## src/rtl/hazard_pkg.sv

```systemverilog
`default_nettype none
// ============================================================================
// hazard_pkg : shared types, latency classes and effective-latency helper
// Revision   : 1.0
// ============================================================================
package hazard_pkg;

    typedef enum logic [1:0] {
        FWD_REG = 2'b00,
        FWD_W   = 2'b01,
        FWD_M   = 2'b10
    } fwd_sel_t;

    localparam int LAT_ALU  = 0;
    localparam int LAT_LOAD = 1;

    // Without forwarding a dependent must wait until the result has been written
    // back, so every class costs one extra cycle and ALU results cost as much as loads.
    function automatic int eff_latency(input int lat, input int max_lat, input bit fwd_en);
        int clamped;
        clamped = (lat > max_lat) ? max_lat : lat;
        if (fwd_en) begin
            return clamped;
        end
        if (lat == LAT_ALU) begin
            return LAT_LOAD + 1;
        end
        return clamped + 1;
    endfunction

endpackage
`default_nettype wire

```

## src/rtl/scoreboard_counter.sv

```systemverilog
`default_nettype none
// ============================================================================
// scoreboard_counter : one register's latency down-counter (load / decrement)
// Revision           : 1.0
// ============================================================================
module scoreboard_counter #(
    parameter int CNT_W = 4
) (
    input  logic             clk,
    input  logic             rst_n,
    input  logic             load_i,
    input  logic [CNT_W-1:0] load_val_i,
    output logic             busy_o,
    output logic             busy_next_o
);

    logic [CNT_W-1:0] cnt_q;
    logic [CNT_W-1:0] cnt_d;

    always_comb begin
        cnt_d = cnt_q;
        if (load_i) begin
            cnt_d = load_val_i;
        end else if (cnt_q != '0) begin
            cnt_d = cnt_q - 1'b1;
        end
    end

    always_ff @(posedge clk or negedge rst_n) begin
        if (!rst_n) begin
            cnt_q <= '0;
        end else begin
            cnt_q <= cnt_d;
        end
    end

    assign busy_o      = (cnt_q != '0);
    assign busy_next_o = (cnt_d != '0);

endmodule
`default_nettype wire

```

## src/rtl/pipeline_hazard_scoreboard.sv

```systemverilog
`default_nettype none
// ============================================================================
// pipeline_hazard_scoreboard : latency-scoreboard stall/flush/forward control
// Revision                   : 1.0
// ============================================================================
module pipeline_hazard_scoreboard
    import hazard_pkg::*;
#(
    parameter int NUM_REGS   = 32,
    parameter int REG_W      = $clog2(NUM_REGS),
    parameter int MAX_LAT    = 8,
    parameter int FORWARD_EN = 1,
    parameter int CNT_W      = $clog2(MAX_LAT + 3)
) (
    input  logic                            clk,
    input  logic                            reset,
    input  logic                            issue_valid_d,
    input  logic [REG_W-1:0]                rs1_d,
    input  logic [REG_W-1:0]                rs2_d,
    input  logic                            rs1_used_d,
    input  logic                            rs2_used_d,
    input  logic [REG_W-1:0]                rd_d,
    input  logic                            reg_write_d,
    input  logic [$clog2(MAX_LAT+1)-1:0]    lat_d,
    input  logic                            branch_taken_e,
    input  logic [REG_W-1:0]                rs1_e,
    input  logic [REG_W-1:0]                rs2_e,
    input  logic [REG_W-1:0]                rd_m,
    input  logic                            reg_write_m,
    input  logic [REG_W-1:0]                rd_w,
    input  logic                            reg_write_w,
    output logic                            stall_f,
    output logic                            stall_d,
    output logic                            flush_d,
    output logic                            flush_e,
    output logic [1:0]                      forward_a_e,
    output logic [1:0]                      forward_b_e,
    output logic [$clog2(NUM_REGS+1)-1:0]   pending_count
);

    localparam int PC_W = $clog2(NUM_REGS + 1);

    logic [NUM_REGS-1:0] busy;
    logic [NUM_REGS-1:0] busy_next;
    logic [CNT_W-1:0]    eff;
    logic                hazard;
    logic                issue_fire;
    logic [PC_W-1:0]     pending_d;
    logic [PC_W-1:0]     pending_q;
    fwd_sel_t            fwd_a;
    fwd_sel_t            fwd_b;

    assign busy[0]      = 1'b0;
    assign busy_next[0] = 1'b0;

    assign eff = CNT_W'(eff_latency(int'(lat_d), MAX_LAT, FORWARD_EN != 0));

    // The rd term is a WAW guard; it also keeps a load from colliding with a decrement.
    assign hazard = issue_valid_d && ((rs1_used_d && busy[rs1_d]) ||
                                      (rs2_used_d && busy[rs2_d]) ||
                                      (reg_write_d && busy[rd_d]));

    assign stall_d    = hazard && !branch_taken_e;
    assign stall_f    = stall_d;
    assign flush_d    = branch_taken_e;
    assign flush_e    = branch_taken_e || stall_d;
    assign issue_fire = issue_valid_d && !hazard && !branch_taken_e &&
                        reg_write_d && (rd_d != '0);

    for (genvar r = 1; r < NUM_REGS; r++) begin : g_cnt
        scoreboard_counter #(
            .CNT_W (CNT_W)
        ) u_cnt (
            .clk         (clk),
            .rst_n       (reset),
            .load_i      (issue_fire && (rd_d == REG_W'(r))),
            .load_val_i  (eff),
            .busy_o      (busy[r]),
            .busy_next_o (busy_next[r])
        );
    end

    // Counting next-state occupancy keeps pending_count in step with the counters.
    always_comb begin
        pending_d = '0;
        for (int r = 0; r < NUM_REGS; r++) begin
            pending_d = pending_d + PC_W'(busy_next[r]);
        end
    end

    always_ff @(posedge clk or negedge reset) begin
        if (!reset) begin
            pending_q <= '0;
        end else begin
            pending_q <= pending_d;
        end
    end

    assign pending_count = pending_q;

    always_comb begin
        fwd_a = FWD_REG;
        fwd_b = FWD_REG;
        if (FORWARD_EN != 0) begin
            if (reg_write_m && (rd_m != '0) && (rd_m == rs1_e)) begin
                fwd_a = FWD_M;
            end else if (reg_write_w && (rd_w != '0) && (rd_w == rs1_e)) begin
                fwd_a = FWD_W;
            end
            if (reg_write_m && (rd_m != '0) && (rd_m == rs2_e)) begin
                fwd_b = FWD_M;
            end else if (reg_write_w && (rd_w != '0) && (rd_w == rs2_e)) begin
                fwd_b = FWD_W;
            end
        end
    end

    assign forward_a_e = fwd_a;
    assign forward_b_e = fwd_b;

endmodule
`default_nettype wire
```

## config.mk

```make
export PLATFORM = sky130hd
export DESIGN_NAME = pipeline_hazard_scoreboard
export DESIGN_NICKNAME = d
export VERILOG_FILES = /design/src/rtl/hazard_pkg.sv /design/src/rtl/scoreboard_counter.sv /design/src/rtl/pipeline_hazard_scoreboard.sv
export SDC_FILE = /design/constraint.sdc
export NUM_CORES = 1
export LEC_CHECK = 0
export CORE_ASPECT_RATIO = 1.5
export CORE_MARGIN = 3
export CORE_UTILIZATION = 61
export CTS_CLUSTER_SIZE = 30
export DETAILED_ROUTE_END_ITERATION = 12
export PLACE_DENSITY = 0.84
export SYNTH_ARGS = -nofsm -noshare
export SYNTH_HDL_FRONTEND = slang
export SYNTH_HIERARCHICAL = 1
export SYNTH_SLANG_ARGS = --single-unit
```

## constraint.sdc

```tcl
create_clock -name clk -period 10.1 [get_ports clk]
set_input_delay 2.02 -clock clk [delete_from_list [all_inputs] [get_ports clk]]
set_output_delay 2.02 -clock clk [all_outputs]
set_load 0.02 [all_outputs]
```

==> run metrics <==
cells after synthesis between 1000 and 1500; layout cells sized above 1 between 15 and 20%; most frequent cells in the layout 172 x inv_1, 130 x dfrtp_1, 72 x nand2_1, 70 x mux2i_1; Final Skew between 10 and 15 ps; TNS Setup 0 ps; TritonRoute pass-1 iters 5; drt initial violations a little over 600; Port Buf Inserts 61; total congestion overflow 0; post-synth cell types 44; CTS buffer count 17; final estimated routing congestion in global placement ~0.94; Final period util between 90 and 100%; ANT cells 0; DP Wirelength between 15 and 20 mm; final setup fails 0; Post-Syn Nets about 1100; hold_sp g_cnt[30].u_cnt/cnt_q[0]; CP Class primary input to register; DRC 0; status finished clean; Post-Syn Area 10000 um2; most used cell, CP fa_1; CTS tree yes; Initial Util 63.2%; Vias 7847; first-pass GRT wire length 41.3 mm; vias in the first global route approximately 8500; DIE AREA 18000 um2; Crit-path slowest cell clkdlybuf4s50_1; number of routed nets with antenna violations 0; CP Cell Sequence clkdlybuf4s50_1, mux4_2, mux2i_1, o21ai_0, o221ai_4, nand4_4, nor2_1, mux2_2, or4_1, fa_1, inv_1, fa_1, inv_1, fa_1, inv_1, fa_1, fa_1, fa_1, fa_1, fa_1, inv_1, a21o_1, a21oi_1, xnor2_1; Die Wd roughly 110 um; RSZ-0062 raised after global routing false; die height ~160 um; Clock transition at path regs 60 ps; worst skew pair latency 420 ps; Fin. Hold Viols 0; largest net degree at the start of global routing 73; endpoint class of the critical path register; clk root buf clkbuf_16; Register-to-Register Setup Slack between 1500 and 2000 ps; vias per inst ~6; core area around 16000 um2; CP Launch Type primary input; GRT Overall Usage 29.2%; Max Cap Violations 0; row count between 50 and 60; Synth area leader dfrtp_1; origin of the critical flop-to-flop path g_cnt[10].u_cnt/cnt_q[0]; main area contributors after synthesis dfrtp_1 32%, mux2_2 7.4%, mux2i_1 7.0%; # H-tree levels 4; initial antenna violation count 0; #FFs+latches synth 130; Final nets 1198; worst-case clock buffer depth 2; DRT Wirelength 25.4 mm; average wire per standard cell approximately 20 um; register area share after synthesis around a third; critical path peak fanout 8; total of fill cells in the finished design around 1100; post_cts resized 0; WP data required around 10000 ps; number of top-level pins 62; Hold Path Class register to register; clock sink total 130; Synth top area share about 32%; commonest non-fill, non-tap cell in the layout inv_1; setup bufs post-CTS 0; Crit path arrival time ~9900 ps; FMAX around 100 MHz; syn_area_per_cell between 9 and 10 um2; Final min period 9630 ps; Hold-fix buffers, CTS 0; area grow syn2layout 14.8%; Least-Margin Pin Slew ~1100 ps; crit path launch rd_d[0]; max incr delay on CP 690 ps; synth warn 6; max-slew violation count 0; worst relative slew slack about a quarter
-- stage by stage --
stage / util [%] / hold WS (ps) / setup slack, ps / cells / cell area (um2)
2_1_floorplan: - / 594 / 1050 / 1004 / 10000
3_3_place_gp: 69.1 / 627 / 290 / 1273 / 10900
3_5_place_dp: 69.1 / 640 / 141 / 1273 / 10900
4_1_cts: 72.6 / 658 / 509 / 1305 / 11500
5_1_grt: 72.6 / 706 / 145 / 1305 / 11500
6_report: 72.6 / 661 / 466 / 1305 / 11500
-- critical path, delay by kind of cell --
family	cells	cell delay (ps)
mux	3	1210
simple gates	3	1200
fa+ha+maj	8	3710
xor+xnor	1	130
compound gates	4	750
buf+inv	5	920
-- worst paths after layout --
| check | end | cells past startpoint |
|---|---|---|
| min in group asynchronous | g_cnt[19].u_cnt/cnt_q[2] | 1 |
| max in group asynchronous | g_cnt[18].u_cnt/cnt_q[0] | 2 |
| worst max-delay path | pending_count[4] | 24 |
| worst max register to register | pending_count[4] | 27 |
| worst min-delay path | g_cnt[30].u_cnt/cnt_q[3] | 3 |
| worst min register to register | g_cnt[30].u_cnt/cnt_q[3] | 3 |
-- cell families (layout without fill, tap and decap cells) --
family          after synthesis  in the layout  synth area share [%]
fa+ha+maj                    61             61                  9.35
buf+inv                     187            285                  7.41
simple gates                304            304                  20.5
flops                       130            130                  32.5
mux                         156            156                  19.1
compound gates              112            112                  6.27
xor+xnor                     54             54                  4.95
-- flip-flops by register name (all words and copies together) (netlist names) --
register,cells
g_cnt.u_cnt/cnt_q,124
pending_count,6
-- cell type report --
class | count | area (um2) | share of cell area (%)
multi-input combinational | 687 | 6020 | 52.4
sequential | 130 | 3250 | 28.3
timing repair buffer | 81 | 758 | 6.60
inverter | 172 | 646 | 5.62
clock buffer | 24 | 482 | 4.19
tap | 203 | 254 | 2.21
clock inverter | 8 | 77.6 | 0.675
-- routing by layer --
metal  share of wire (%)  vias up  track usage [%]  wire length [um]
li1                    -     3615                -                 -
met2                  53      334             53.9             13300
met3                 5.7      133             5.24              1450
met1                  34     3765             29.0              8620
met5                   0        -                0                 0
met4                 7.8        0             21.2              1990
-- cells in the mapped netlist --
cell         n
inv_1      172
dfrtp_1    130
nand2_1     72
mux2i_1     70
mux2_2      66
nor2_1      66
o21ai_1     57
o21ai_0     41
ha_1        38
xnor2_1     36
or4_1       35
nand3b_1    34
nor3_1      33
nor3b_4     28
fa_1        23
mux4_2      16
xor2_1      15
nor2b_1      9
clkbuf_1     7
nand3_1      6
nand4_4      5
buf_6        4
mux4_1       4
nor4_1       4
o211ai_1     4
or3b_1       3
xnor2_2      3
a21o_1       2
a21oi_1      2
buf_2        2
buf_4        2
nand2b_1     2
nor4bb_1     2
a22oi_1      1
a31oi_1      1
and2_1       1
and3_1       1
and3b_1      1
and4b_1      1
nand2b_4     1
o2111ai_4    1
o211a_1      1
o221ai_4     1
o22ai_1      1
Power is not shown: default switching activity piles up to over one toggle a cycle in this logic, so the estimate is an artifact.
